File: src/rtl/btn_pkg.sv
// Shared types and helpers for the push-button input block.
package btn_pkg;

    typedef enum logic [1:0] {
        IDLE,
        PRESSED,
        HELD
    } btn_state_t;

    // Counter width for a count of n cycles, never narrower than one bit.
    function automatic int cnt_width(input int n);
        int w;
        w = $clog2(n);
        return (w < 1) ? 1 : w;
    endfunction

endpackage

File: src/rtl/btn_channel.sv
// One button channel: 2-flop synchroniser, debouncer and press/long/repeat FSM.
// release_strb / repeat_strb carry those names because release and repeat are SV keywords.
module btn_channel
    import btn_pkg::*;
#(
    parameter int DEBOUNCE_CYCLES = 1_000_000,
    parameter int LONG_CYCLES     = 50_000_000,
    parameter int REPEAT_CYCLES   = 10_000_000
) (
    input  logic clk,
    input  logic rst,
    input  logic btn_n,
    output logic level,
    output logic press,
    output logic release_strb,
    output logic long_press,
    output logic repeat_strb
);

    localparam int DW = cnt_width(DEBOUNCE_CYCLES);
    localparam int HW = (cnt_width(LONG_CYCLES) > cnt_width(REPEAT_CYCLES)) ?
                        cnt_width(LONG_CYCLES) : cnt_width(REPEAT_CYCLES);

    localparam logic [DW-1:0] DEB_TC  = DW'(DEBOUNCE_CYCLES - 1);
    localparam logic [HW-1:0] LONG_TC = HW'(LONG_CYCLES - 1);
    localparam logic [HW-1:0] REP_TC  = HW'(REPEAT_CYCLES - 1);

    logic [1:0]    sync_q, sync_d;
    logic [DW-1:0] dcnt_q, dcnt_d;
    logic          level_q, level_d;
    btn_state_t    state_q, state_d;
    logic [HW-1:0] hcnt_q, hcnt_d;
    logic          press_q, press_d;
    logic          release_q, release_d;
    logic          long_q, long_d;
    logic          repeat_q, repeat_d;
    logic          s, rise, fall;

    assign s    = ~sync_q[1];
    assign rise = level_d & ~level_q;
    assign fall = ~level_d & level_q;

    // NOTE: every always_comb output gets a default first so no path can infer a latch.
    always_comb begin
        sync_d  = {sync_q[0], btn_n};
        dcnt_d  = '0;
        level_d = level_q;
        if (s != level_q) begin
            if (dcnt_q == DEB_TC) level_d = ~level_q;
            else                  dcnt_d  = dcnt_q + 1'b1;
        end
    end

    // NOTE: sync flops reset to 1 (released pin level) so reset never looks like a press.
    always_ff @(posedge clk or posedge rst) begin
        if (rst) begin
            sync_q  <= 2'b11;
            dcnt_q  <= '0;
            level_q <= 1'b0;
        end else begin
            // NOTE: non-blocking assignments keep all flops sampling pre-edge values.
            sync_q  <= sync_d;
            dcnt_q  <= dcnt_d;
            level_q <= level_d;
        end
    end

    always_ff @(posedge clk or posedge rst) begin
        if (rst) begin
            state_q   <= IDLE;
            hcnt_q    <= '0;
            press_q   <= 1'b0;
            release_q <= 1'b0;
            long_q    <= 1'b0;
            repeat_q  <= 1'b0;
        end else begin
            state_q   <= state_d;
            hcnt_q    <= hcnt_d;
            press_q   <= press_d;
            release_q <= release_d;
            long_q    <= long_d;
            repeat_q  <= repeat_d;
        end
    end

    // The FSM follows level_d so strobes land in the same cycle the level changes.
    always_comb begin
        state_d = state_q;
        hcnt_d  = '0;
        unique case (state_q)
            IDLE: begin
                if (rise) state_d = PRESSED;
            end
            PRESSED: begin
                if (fall)                   state_d = IDLE;
                else if (hcnt_q == LONG_TC) state_d = HELD;
                else                        hcnt_d  = hcnt_q + 1'b1;
            end
            HELD: begin
                if (fall)                   state_d = IDLE;
                else if (hcnt_q != REP_TC)  hcnt_d  = hcnt_q + 1'b1;
            end
            default: state_d = IDLE;
        endcase
    end

    // A falling level suppresses any coincident long/repeat terminal count.
    always_comb begin
        press_d   = 1'b0;
        release_d = 1'b0;
        long_d    = 1'b0;
        repeat_d  = 1'b0;
        unique case (state_q)
            IDLE:    press_d = rise;
            PRESSED: begin
                release_d = fall;
                long_d    = ~fall & (hcnt_q == LONG_TC);
            end
            HELD: begin
                release_d = fall;
                repeat_d  = ~fall & (hcnt_q == REP_TC);
            end
            default: ;
        endcase
    end

    assign level        = level_q;
    assign press        = press_q;
    assign release_strb = release_q;
    assign long_press   = long_q;
    assign repeat_strb  = repeat_q;

endmodule

File: src/rtl/button_input.sv
// Board push-button front end: N_BTN independent debounced channels with event strobes.
module button_input
    import btn_pkg::*;
#(
    parameter int N_BTN           = 3,
    parameter int DEBOUNCE_CYCLES = 1_000_000,
    parameter int LONG_CYCLES     = 50_000_000,
    parameter int REPEAT_CYCLES   = 10_000_000
) (
    input  logic             clk,
    input  logic             rst,
    input  logic [N_BTN-1:0] btn_n,
    output logic [N_BTN-1:0] level,
    output logic [N_BTN-1:0] press,
    output logic [N_BTN-1:0] release_strb,
    output logic [N_BTN-1:0] long_press,
    output logic [N_BTN-1:0] repeat_strb
);

    if (N_BTN < 1) begin : g_bad_n_btn
        $error("button_input: N_BTN must be >= 1");
    end
    if (DEBOUNCE_CYCLES < 2) begin : g_bad_debounce
        $error("button_input: DEBOUNCE_CYCLES must be >= 2");
    end
    if (LONG_CYCLES < 2) begin : g_bad_long
        $error("button_input: LONG_CYCLES must be >= 2");
    end
    if (REPEAT_CYCLES < 2) begin : g_bad_repeat
        $error("button_input: REPEAT_CYCLES must be >= 2");
    end

    for (genvar i = 0; i < N_BTN; i++) begin : g_ch
        btn_channel #(
            .DEBOUNCE_CYCLES (DEBOUNCE_CYCLES),
            .LONG_CYCLES     (LONG_CYCLES),
            .REPEAT_CYCLES   (REPEAT_CYCLES)
        ) u_ch (
            .clk          (clk),
            .rst          (rst),
            .btn_n        (btn_n[i]),
            .level        (level[i]),
            .press        (press[i]),
            .release_strb (release_strb[i]),
            .long_press   (long_press[i]),
            .repeat_strb  (repeat_strb[i])
        );
    end

endmodule

File: config.mk
export PLATFORM = sky130hd
export DESIGN_NAME = button_input
export DESIGN_NICKNAME = d
export VERILOG_FILES = /design/src/rtl/btn_pkg.sv /design/src/rtl/btn_channel.sv /design/src/rtl/button_input.sv
export SDC_FILE = /design/constraint.sdc
export NUM_CORES = 1
export LEC_CHECK = 0
export ABC_AREA = 1
export CORE_AREA = 2 2 141 143
export CTS_CLUSTER_SIZE = 24
export DETAILED_ROUTE_END_ITERATION = 16
export DIE_AREA = 0 0 143 145
export GPL_TIMING_DRIVEN = 0
export PLACE_DENSITY_LB_ADDON = 0.1
export SLEW_MARGIN = 20
export SYNTH_ARGS = -nofsm -noshare
export SYNTH_HDL_FRONTEND = slang
export SYNTH_SLANG_ARGS = --single-unit
File: constraint.sdc
create_clock -name clk -period 16.72 [get_ports clk]
set_input_delay 4.18 -clock clk [delete_from_list [all_inputs] [get_ports clk]]
set_output_delay 4.18 -clock clk [all_outputs]
set_load 0.02 [all_outputs]
# Word-level counts from Yosys, hierarchy flattened
# Cells that the tools add are included.
word_totals:
  regBits: 165
  word_cells: 150
op_classes:
  n_mux: 54
  bitwise_logic: 24
  reduce_logical: 9
  add_sub_neg: 6
  n_eq_ne: 30
ops:
  columns: ["op", "n"]
  rows:
  - ["$mux W26", 12]
  - ["$pmux W26 S2", 3]
  - ["$mux W20", 6]
  - ["$add A26 B1 Y26 const B", 3]
  - ["$eq A26 B24 Y1 const B", 3]
  - ["$eq A26 B26 Y1 const B", 3]
  - ["$ne A26 B24 Y1 const B", 3]
  - ["$add A20 B1 Y20 const B", 3]
  - ["$eq A20 B20 Y1 const B", 3]
  - ["$mux W2", 12]
  - ["$mux W1", 18]
  - ["$pmux W2 S3", 3]
  - ["$and A1 B1 Y1", 12]
  - ["$ne A2 B1 Y1 const B", 6]
  - ["$not A1 Y1", 12]
  - ["$ne A3 B1 Y1 const B", 3]
  - ["$reduce_and A3 Y1", 3]
  - ["$eq A2 B1 Y1 const B", 3]
  - ["$eq A2 B2 Y1 const B", 3]
  - ["$logic_not A2 Y1", 3]
  - ["$reduce_or A2 Y1", 3]
  - ["$ne A1 B1 Y1", 3]

# Longest topological paths before layout
depth:
  word_depth: 8
  ltp_mapped: 11
  mapped_depth_nobuf: 10

# Cells and area by module
# A second synthesis with hierarchy kept.
unflattened:
  cells_unflattened: 1174
  area_unflattened_um2: 9221.3
modules_own_cells:
  columns: ["module", "cells_each", "area_each_um2", "n_inst"]
  rows:
  - ["btn_channel (g_ch[1].u_ch ...)", 375, 3007.9, 2]
  - ["btn_channel (g_ch[0].u_ch)", 424, 3205.6, 1]

# Least setup slack after synthesis
# OpenSTA, ideal clock, no wires.
synth_timing:
  kind: "register to output"
  from: "register g_ch[2].u_ch.level_q"
  to: "output port level[2]"
  setup_slack_ps: 12006
  t_required_ps: 12540
  path_stages_with_launch: 2
  n_path_buf: 1
  t_arrival_ps: 534
  path_cell_list: "dfrtp_1 > buf_4"
synth_lines:
  columns: ["item", "line_no", "source"]
  rows:
  - ["from (decl)", "btn_channel.sv:30", "logic level_q, level_d;"]
  - ["from (signal assigned)", "btn_channel.sv:64", "level_q <= level_d;"]
  - ["to (decl)", "button_input.sv:13", "output logic [N_BTN-1:0] level,"]
# No word-level cell between the ends.

# Worst setup path after layout
layout_timing:
  from: "register g_ch[1].u_ch.level_q"
  to: "output port level[1]"
layout_lines:
  columns: ["item", "line_no"]
  rows:
  - ["from (decl)", "btn_channel.sv:30"]
  - ["from (signal assigned)", "btn_channel.sv:64"]
# No word-level cell between the ends.

==> impl_results.md <==
* Status: finished clean
* Number of setup buffers added after CTS at 0
* Layout cells sized above 1 at 11.7%
* Number of I/O port buffers at 19
* Die height at 145 um
* Final core utilization at 55.0%
* Antenna diodes at 0
* WP data required at 12.54 ns
* Fin nets at 1,243
* Critical path's top delay family: buffers and inverters
* Hold Buf Count CTS at 0
* Crit. End Element: output pin
* Drt pass-1 iters at 4
* Buf+Inv Stages, Crit Path at 2
* Setup total negative slack at 0 ns
* H-Tree Depth at 4
* Fmax at 175 MHz
* PwrDens at 78.2 nW/um^2
* Synth-to-layout area growth at 12.3%
* Initial core utilization at 49.0%
* Max VDD drop at 68.5 uV
* Max-cap violations at 0
* Sequential area share after synthesis at 44.0%
* DRT Wirelength at 19.1 mm
* Pin count of the biggest net entering global routing at 104
* Slew HR at 64.8%
* Detailed Place HPWL at 13.8 mm
* Clk buf depth at 2
* Yosys warning total at 0
* Worst setup SP type: flip-flop
* Area post-placement at 9960 sq um
* Vias/cell at 4.96
* RSZ-0062 raised after global routing: no
* Vias in the first global route at 7,147
* Total die area at 20,700 sq um
* All-Layer GR Usage at 20.0%
* Crit Path Class: flip-flop to output pin
* EDFF count, synth at 0
* Worst-Margin Slew at 0.528 ns
* LEAKAGE at 4.37 nW
* Crit path max fanout at 4
* Post-route ant nets at 0
* Worst-Skew Late Latency at 0.43 ns
* Post-Syn Instances at 1,184
* Global-route wire length before repair at 33.8 mm
* CP max-delay cell: clkdlybuf4s50_1
* CTS root buf: clkbuf_16
* Core Box Area at 19,200 sq um
* Top FF cell, synth: dfrtp_1
* Clk_skew at 0.00837 ns
* Vias at 7,443
* Ports at 20
* Initial antenna violation count at 0
* Clock-pin slew on the worst setup and hold paths at 0.06 ns
* Global route overflow at 0
* WL per Instance at 12.7 um
* Syn_area_per_cell at 7.95 sq um
* Iter 0 DRT Violations at 370
* Slowest cell delay on critical path at 0.59 ns
* Design area at 10,600 sq um
* Worst Hold Class: flip-flop to flip-flop
* Async set-reset flop share out of synthesis at 100%
* Period utilization at 34.1%
* Mapped Area at 9410 sq um
* Yosys cell types at 44
* Post-CTS sizing at 0
* CP Cell Sequence: buf_4, clkdlybuf4s50_1
* Final setup viols at 0
* Mapped Nets at 1,204
* Die width at 143 um
* Gp weighted congestion at 0.864
* CTS sink count at 165
* TritonCTS buffer count at 17
* FP Rows at 51
* Flop and latch count out of synthesis at 165
* Minimum clock period at 5.71 ns
* Count of final hold-check violations at 0
* Pins Over Slew Limit at 0
* DRC at 0
* TritonCTS clock tree: built
* Critical Path AT at 1.53 ns
==> cells by family (layout without fill, tap and decap cells) <==
kind of cell,after synthesis,in the layout,share of synthesized area [%]
xor gates and xnor gates,71,71,6.61
muxes,2,2,0.213
AOI/OAI and AO/OA,63,63,3.84
buffers and inverters,160,212,7.70
DFF,165,165,44.0
adders and majority gates,15,15,1.99
and+or+nand+nor,708,708,35.7
==> cell type report <==
cell class	count	area, sq um
fillers	1841	8640
multi-input cells	859	4550
flip-flops and latches	165	4140
inverters	135	514
clock buffers	23	448
well taps	265	332
repair buffers	20	218
plain buffers	25	218
clock inverters	9	154
==> power by group <==
| group | switching [mW] | leakage [nW] | internal (mW) |
|---|---|---|---|
| sequential | 0.00186 | 2.28 | 0.402 |
| clock | 0.155 | 0.285 | 0.250 |
| combinational | 0.0128 | 1.81 | 0.00414 |
==> registers in the layout, indices dropped and copies added (netlist names) <==
name / count
g_ch.u_ch.long_press: 3
g_ch.u_ch.release_strb: 3
g_ch.u_ch.level: 3
g_ch.u_ch.press: 3
g_ch.u_ch.hcnt_q: 78
g_ch.u_ch.sync_q: 6
g_ch.u_ch.state_q: 6
g_ch.u_ch.repeat_strb: 3
g_ch.u_ch.dcnt_q: 60
==> synth_stat cells (7+ instances only) <==
library cell  number  area share (%)
a21oi_1           25             1.3
buf_4             15             1.2
dfrtp_1          159              42
ha_1              15             2.0
inv_1            128             5.1
inv_2              7            0.28
nand2_1          230             9.2
nand2_2            8            0.53
nand3_1           64             3.4
nand3_2            8            0.85
nand4_1           38             2.5
nor2_1           242             9.7
nor2_2            23             1.5
nor2_4            26             3.1
nor3_1            38             2.0
nor3b_1            7            0.56
o21ai_0           19             1.0
xnor2_1           20             1.9
xor2_1            51             4.7
==> worst reg2reg max path: cells and delay by family, from the launching register on <==
family | cells | cell delay (ns)
AO/OA/AOI/OAI | 1 | 0.08
adder cells (fa/ha/maj) | 1 | 0.22
buffers and inverters | 1 | 0.20
flip-flops | 1 | 0.46
AND/OR/NAND/NOR | 8 | 0.93
==> placed cells by master, fill, tap and decap left out, types with 19 or more instances in the layout <==
| cell type | instances |
|---|---|
| xor2_1 | 51 |
| a21oi_1 | 25 |
| nor2_4 | 26 |
| nor2_1 | 242 |
| dfrtp_1 | 159 |
| inv_1 | 127 |
| nor3_1 | 38 |
| o21ai_0 | 19 |
| nand3_1 | 64 |
| xnor2_1 | 20 |
| nor2_2 | 23 |
| clkdlybuf4s50_1 | 19 |
| nand2_1 | 230 |
| nand4_1 | 38 |
==> worst paths after layout <==
kind / startpoint / to / slack [ns] / cells past startpoint
max: g_ch[1].u_ch.level / level[1] / 11.01 / 2
min: g_ch[2].u_ch.sync_q[0] / g_ch[2].u_ch.sync_q[1] / 0.36 / 0
max reg2reg: g_ch[2].u_ch.hcnt_q[0] / g_ch[2].u_ch.hcnt_q[11] / 14.71 / 11
min reg2reg: g_ch[2].u_ch.sync_q[0] / g_ch[2].u_ch.sync_q[1] / 0.36 / 0
max in group asynchronous: rst / g_ch[1].u_ch.sync_q[0] / 11.66 / 3
min in group asynchronous: rst / g_ch[2].u_ch.hcnt_q[18] / 4.19 / 2
==> through the flow <==
step | std cells | setup WS [ns] | total power, mW | hold WS (ns)
5_1_grt | 1501 | 10.93 | 0.860 | 0.362
2_1_floorplan | 1184 | 8.09 | 0.423 | 0.345
4_1_cts | 1501 | 11.00 | 0.839 | 0.360
6_report | 1501 | 11.01 | 0.826 | 0.358
3_5_place_dp | 1469 | 11.17 | 0.430 | 0.350
3_3_place_gp | 1468 | 5.74 | 0.428 | 0.346
==> metal layers <==
layer | up-vias | GRT usage [%] | part of all wire (%)
li1 | 3833 | - | -
met1 | 3494 | 28.4 | 49
met2 | 98 | 31.2 | 46
met3 | 18 | 4.13 | 3.3
met4 | 0 | 5.10 | 1.1
met5 | - | 0 | 0
Power figures use the tool's default switching activity.
